`src/rtl/posit_decoder.sv`:
```
// -----------------------------------------------------------------------------
// posit_decoder
//   Bit-serial decoder for 32-bit posits with es = 3. The sign is taken raw
//   from bit 31 and the body (bits 30..0) is decoded as it stands, with no
//   two's-complement negation. One body bit is consumed per clock, from
//   bit 30 down to bit 0.
//
//   State sequence:
//     IDLE -> SIGN -> REGIME -> EXP -> MANT -> DONE -> IDLE
//   Consuming bit 0 in any of REGIME, EXP or MANT goes straight to DONE.
//
//   Timing: a start accepted at edge E0 makes done high for the single cycle
//   after edge E0+33. The FSM is back in IDLE after edge E0+34. All result
//   outputs change together at the done edge and then hold until the next
//   done.
//
// Ports
//   clk           in   1  rising-edge clock
//   rst           in   1  asynchronous, active-low reset
//   start         in   1  decode request, sampled only in IDLE
//   p_in          in  32  posit word, captured on the accepting edge
//   sign_out      out  1  raw sign bit (bit 31)
//   k_out         out  6  signed regime value, range -31..30
//   exp_out       out  3  exponent field; truncated bits read as zero
//   mantissa_out  out 32  fraction bits left-aligned at [31], unused LSBs zero
//   zero_flag     out  1  captured word was 0x00000000
//   nar_flag      out  1  captured word was 0x80000000 (NaR)
//   done          out  1  one-cycle pulse; results are valid from that cycle
// -----------------------------------------------------------------------------
module posit_decoder (
  input  logic        clk,
  input  logic        rst,
  input  logic        start,
  input  logic [31:0] p_in,
  output logic        sign_out,
  output logic [5:0]  k_out,
  output logic [2:0]  exp_out,
  output logic [31:0] mantissa_out,
  output logic        zero_flag,
  output logic        nar_flag,
  output logic        done
);

  typedef enum logic [2:0] {
    IDLE,
    SIGN,
    REGIME,
    EXP,
    MANT,
    DONE
  } state_t;

  state_t      state_q;

  // Working registers for the decode in flight.
  logic [31:0] word_q;     // captured posit word
  logic [4:0]  idx_q;      // index of the next body bit to consume
  logic        sign_w_q;
  logic        pol_q;      // regime run polarity
  logic [4:0]  run_q;      // regime run length; zero means no bit seen yet
  logic [2:0]  exp_w_q;
  logic [1:0]  e_pos_q;    // next exponent bit to write (2 down to 0)
  logic [31:0] mant_w_q;
  logic [4:0]  m_pos_q;    // next mantissa bit to write (31 downwards)

  // Published results; these registers drive the output ports directly.
  logic        sign_q;
  logic [5:0]  k_q;
  logic [2:0]  exp_q;
  logic [31:0] mant_q;
  logic        zero_q;
  logic        nar_q;
  logic        done_q;

  logic        cur_bit;
  logic        last_bit;
  logic [4:0]  idx_d;
  logic [5:0]  k_d;

  assign cur_bit  = word_q[idx_q];
  assign last_bit = (idx_q == 5'd0);
  // The index stops at zero instead of wrapping to 31.
  assign idx_d    = last_bit ? 5'd0 : idx_q - 5'd1;
  // A run of ones gives k = run-1. A run of zeros gives k = -run.
  assign k_d      = pol_q ? ({1'b0, run_q} - 6'd1) : (6'd0 - {1'b0, run_q});

  // NOTE: every register in this block is assigned with <=. Each branch
  // therefore reads the values from before this edge, so the order of the
  // statements inside a branch has no effect on the result.
  always_ff @(posedge clk or negedge rst) begin
    if (!rst) begin
      state_q  <= IDLE;
      word_q   <= '0;
      idx_q    <= 5'd30;
      sign_w_q <= 1'b0;
      pol_q    <= 1'b0;
      run_q    <= '0;
      exp_w_q  <= '0;
      e_pos_q  <= 2'd2;
      mant_w_q <= '0;
      m_pos_q  <= 5'd31;
      sign_q   <= 1'b0;
      k_q      <= '0;
      exp_q    <= '0;
      mant_q   <= '0;
      zero_q   <= 1'b0;
      nar_q    <= 1'b0;
      done_q   <= 1'b0;
    end else begin
      case (state_q)
        IDLE: begin
          if (start) begin
            word_q   <= p_in;
            idx_q    <= 5'd30;
            sign_w_q <= 1'b0;
            pol_q    <= 1'b0;
            run_q    <= '0;
            exp_w_q  <= '0;
            e_pos_q  <= 2'd2;
            mant_w_q <= '0;
            m_pos_q  <= 5'd31;
            state_q  <= SIGN;
          end
        end

        SIGN: begin
          sign_w_q <= word_q[31];
          state_q  <= REGIME;
        end

        REGIME: begin
          idx_q <= idx_d;
          if (run_q == 5'd0) begin
            // The first body bit sets the polarity of the run.
            pol_q <= cur_bit;
            run_q <= 5'd1;
            if (last_bit) state_q <= DONE;
          end else if (cur_bit == pol_q) begin
            run_q <= run_q + 5'd1;
            if (last_bit) state_q <= DONE;
          end else begin
            // First opposite bit: the terminator is consumed here.
            state_q <= last_bit ? DONE : EXP;
          end
        end

        EXP: begin
          idx_q            <= idx_d;
          exp_w_q[e_pos_q] <= cur_bit;
          e_pos_q          <= e_pos_q - 2'd1;
          if (last_bit)              state_q <= DONE;
          else if (e_pos_q == 2'd0)  state_q <= MANT;
        end

        MANT: begin
          idx_q             <= idx_d;
          mant_w_q[m_pos_q] <= cur_bit;
          m_pos_q           <= m_pos_q - 5'd1;
          if (last_bit) state_q <= DONE;
        end

        DONE: begin
          if (!done_q) begin
            // First DONE cycle: publish every field together.
            sign_q <= sign_w_q;
            k_q    <= k_d;
            exp_q  <= exp_w_q;
            mant_q <= mant_w_q;
            zero_q <= (word_q == 32'h0000_0000);
            nar_q  <= (word_q == 32'h8000_0000);
            done_q <= 1'b1;
          end else begin
            done_q  <= 1'b0;
            state_q <= IDLE;
          end
        end

        default: state_q <= IDLE;
      endcase
    end
  end

  assign sign_out     = sign_q;
  assign k_out        = k_q;
  assign exp_out      = exp_q;
  assign mantissa_out = mant_q;
  assign zero_flag    = zero_q;
  assign nar_flag     = nar_q;
  assign done         = done_q;

endmodule
```
`config.mk`:
```
export PLATFORM = sky130hd
export DESIGN_NAME = posit_decoder
export DESIGN_NICKNAME = d
export VERILOG_FILES = /design/src/rtl/posit_decoder.sv
export SDC_FILE = /design/constraint.sdc
export NUM_CORES = 1
export LEC_CHECK = 0
export CORE_MARGIN = 2
export CORE_UTILIZATION = 30
export DETAILED_ROUTE_END_ITERATION = 10
export GPL_TIMING_DRIVEN = 1
export PLACE_DENSITY = 0.46
export SLEW_MARGIN = 15
export SYNTH_ARGS = -nofsm -noshare
export SYNTH_HDL_FRONTEND = slang
export SYNTH_SLANG_ARGS = --single-unit
```
`constraint.sdc`:
```
create_clock -name clk -period 3.6 [get_ports clk]
set_input_delay 0.9 -clock clk [delete_from_list [all_inputs] [get_ports clk]]
set_output_delay 0.9 -clock clk [all_outputs]
set_load 0.02 [all_outputs]
```
==> results.json <==
{
  "outcome": "finished clean",
  "min_path_type": "reg -> reg",
  "synth_edf_count": 0,
  "cp-start-kind": "register",
  "routabilityCongestion": 0.756,
  "final_antenna_net_count": 0,
  "grt_first_pass_wirelength_um": 24200,
  "ir_drop_uv": 367,
  "hold_path_end": "mantissa_out[15]$_DFFE_PN0P_",
  "cts-root-buf": "clkbuf_16",
  "slew_headroom": 0.312,
  "detailroute.via_count": 4801,
  "cts_tree": "done",
  "period_share": 0.713,
  "fillers": 2036,
  "synthCells": 676,
  "antenna_found_initial": 0,
  "dieArea_sq_mm": 0.0218,
  "post-cts-setup-buffer-count": 0,
  "fp.dieH_um": 148,
  "area_growth_pct": 27.1,
  "fmax_mhz": 389,
  "cellLeakagePower_uw": 0.00360,
  "post-dp-hpwl_um": 9720,
  "syn_area_sq_mm": 0.00620,
  "synth_nets": 724,
  "h-tree-depth": 4,
  "core_sq_mm": 0.0202,
  "cts_buffer_depth": 2,
  "crit_required_ns": 3.90,
  "powerDensity_mw_per_mm2": 777,
  "timing.critical_path.buf_inv": 0,
  "min_path_cells": 2,
  "path_clk_slew_ns": 0.06,
  "max_cap_violations": 0,
  "regToRegSetupSlack_ns": 1.03,
  "hold_buffers": 0,
  "rows": 52,
  "reg2regPathDepth": 7,
  "grt_pass1_vias": 4693,
  "ys_seq_area_frac": 0.543,
  "crit_family": "flip-flops",
  "synthAdderAreaFrac": 0.0262,
  "synthFlopType": "dfrtp_1",
  "wl_per_cell_um": 14.2,
  "synthSimpleGateAreaFrac": 0.228,
  "timing.rr.start": "idx_q[1]$_DFFE_PN1P_",
  "synthArstFlopShare": 1.00,
  "hold-worst-slack_ns": 0.470,
  "synthXorXnorAreaFrac": 0.0157,
  "synth_compound_area_frac": 0.118,
  "crit_path_end_kind": "register",
  "synth.area.mux_share": 0.0282,
  "pin_count": 80,
  "ys_ff_latch": 134,
  "first_pass_iters": 4,
  "numCtsBuffers": 17,
  "final_nets": 788,
  "ctsResizeCount": 0,
  "fin_setup_tns_ns": 0,
  "start_util": 0.307,
  "critPathKind": "reg -> reg",
  "drive_gt1_frac": 0.0770,
  "finalHoldViolations": 0,
  "drt-total-wl_um": 14500,
  "hp-start": "mant_w_q[15]$_DFFE_PN0P_",
  "ys_warn_count": 0,
  "avgSynthCellArea_sq_um": 9.17,
  "reg2reg_to": "run_q[0]$_DFFE_PN0P_",
  "detail_route.iter0.violations": 258,
  "grt_max_degree": 74,
  "grt_overflow": 0,
  "finClkSkew_ns": 0.00837,
  "rsz0062_at_grt": "no",
  "layout_min_cycle_time_ns": 2.57,
  "critPathSlowestCell": "dfstp_2",
  "tightestPinTransition_ns": 1.03,
  "port_buffers": 79,
  "synth_top_family_by_area": "simple AND/OR/NAND/NOR gates",
  "clock_latency_ns": 0.42,
  "grt_use_total": 0.139,
  "crit_arrival_ns": 2.87,
  "setup_viol": 0,
  "diodes": 0,
  "yosysUniqueCellTypes": 48,
  "max_stage_delay_ns": 0.85,
  "die_w_um": 148,
  "via_per_inst": 4.69,
  "slew_violations": 0,
  "cp_max_fo": 19,
  "crit_path_cell_trace": "mux2i_1 -> a22oi_1 -> nand3_1 -> and4_1 -> xor2_4 -> mux2_4 -> o221a_1",
  "drc_errors": 0,
  "clock_sink_count": 134
}
==> worst reg2reg max path: cells and delay by family, from the launching register on <==
kind | cells | cell delay, ns
flip-flops | 1 | 0.85
XOR/XNOR | 1 | 0.25
multiplexers | 2 | 0.60
AND/OR/NAND/NOR | 2 | 0.42
AO/OA/AOI/OAI | 2 | 0.34
==> logic make-up after synthesis <==
| kind of cell | Yosys count |
|---|---|
| DFF | 134 |
| AOI/OAI and AO/OA | 112 |
| xor gates and xnor gates | 9 |
| buffers and inverters | 59 |
| and+or+nand+nor | 332 |
| muxes | 17 |
| adders and majority gates | 13 |
==> layout make-up <==
type / instances / area, sq um / area share
clock buffers: 20 / 447 / 0.0567
multi-input cells: 483 / 2590 / 0.328
clock inverters: 12 / 200 / 0.0254
flip-flops and latches: 134 / 3370 / 0.427
inverters: 15 / 56.3 / 0.00714
repair buffers: 89 / 888 / 0.113
well taps: 270 / 338 / 0.0429
==> state kept, by name, indices dropped and copies added, names as in the netlist <==
| signal | cells |
|---|---|
| exp_w_q | 3 |
| run_q | 5 |
| zero_flag | 1 |
| mantissa_out | 32 |
| nar_flag | 1 |
| sign_out | 1 |
| k_out | 6 |
| word_q | 32 |
| state_q | 3 |
| m_pos_q | 5 |
| e_pos_q | 2 |
| exp_out | 3 |
| idx_q | 5 |
| mant_w_q | 32 |
| pol_q | 1 |
| sign_w_q | 1 |
| done | 1 |
==> worst max path at each step <==
stage                               from                   end  slack (ns)  depth (start not counted)
finish              idx_q[1]$_DFFE_PN1P_  run_q[0]$_DFFE_PN0P_        1.03                          7
global placement                   start  run_q[3]$_DFFE_PN0P_        1.03                          6
CTS                 idx_q[1]$_DFFE_PN1P_  run_q[0]$_DFFE_PN0P_         1.0                          7
detailed placement                 start  run_q[3]$_DFFE_PN0P_        0.99                          6
floorplan           idx_q[1]$_DFFE_PN1P_  run_q[0]$_DFFE_PN0P_        1.32                         10
global route        idx_q[1]$_DFFE_PN1P_  run_q[0]$_DFFE_PN0P_        0.87                          7
==> synth_stat cells, types with 2 or more instances <==
cell type | instances | area share
nand4_1 | 2 | 0.0020
nor3b_1 | 2 | 0.0024
nor4_1 | 8 | 0.0081
a22oi_1 | 4 | 0.0048
o31ai_1 | 22 | 0.027
nand2_1 | 244 | 0.15
o21ai_0 | 33 | 0.027
dfrtp_1 | 124 | 0.50
o211ai_1 | 21 | 0.025
xnor2_1 | 6 | 0.0085
nand3_1 | 31 | 0.025
nor3_1 | 11 | 0.0089
a21o_1 | 2 | 0.0024
a21oi_1 | 13 | 0.010
nor2b_1 | 5 | 0.0050
xor2_1 | 2 | 0.0028
and2_1 | 4 | 0.0040
nor2_1 | 9 | 0.0054
nand2b_1 | 2 | 0.0020
a211oi_1 | 3 | 0.0036
and3_1 | 2 | 0.0020
or4_1 | 3 | 0.0036
nand3b_1 | 3 | 0.0036
buf_6 | 2 | 0.0036
ha_1 | 13 | 0.026
clkbuf_1 | 38 | 0.023
and4_1 | 2 | 0.0028
buf_2 | 2 | 0.0016
mux2i_1 | 16 | 0.026
inv_1 | 15 | 0.0091
a22o_1 | 2 | 0.0028
dfstp_2 | 10 | 0.042
a31oi_1 | 5 | 0.0050
==> layout by cell type, fill, tap and decap left out, types with 4 or more instances in the layout <==
| cell | n |
|---|---|
| bufinv_16 | 5 |
| o21ai_0 | 33 |
| mux2i_1 | 16 |
| clkbuf_16 | 17 |
| nor2b_1 | 5 |
| xnor2_1 | 6 |
| dfrtp_1 | 124 |
| a22oi_1 | 4 |
| nor3_1 | 11 |
| nor2_1 | 8 |
| o211ai_1 | 21 |
| buf_4 | 9 |
| clkdlybuf4s50_1 | 78 |
| o31ai_1 | 22 |
| ha_1 | 13 |
| nand2_1 | 243 |
| nand3_1 | 31 |
| and2_1 | 4 |
| a31oi_1 | 5 |
| dfstp_2 | 10 |
| nor4_1 | 8 |
| inv_1 | 15 |
| a21oi_1 | 13 |
==> per-layer routing <==
layer	GRT usage	share of wire	vias up
met5	0	0	-
met4	0.0563	0.015	0
met3	0.0309	0.039	16
li1	-	-	2428
met2	0.223	0.47	96
met1	0.184	0.48	2261
==> report_power, final <==
group | internal (uW) | switching [uW]
combinational | 772 | 1120
clock | 1250 | 659
sequential | 1890 | 440
==> through the flow <==
stage	std cells	total power [uW]	setup slack (ns)	area [sq um]	utilization
finish	1023	6120	1.03	7880	0.390
CTS	1023	6200	0.998	7880	0.390
floorplan	676	3710	1.32	6200	-
global route	1023	6570	0.867	7880	0.390
detailed placement	991	4270	0.990	7230	0.358
global placement	991	4200	1.03	7230	0.358
Power figures use the tool's default switching activity.
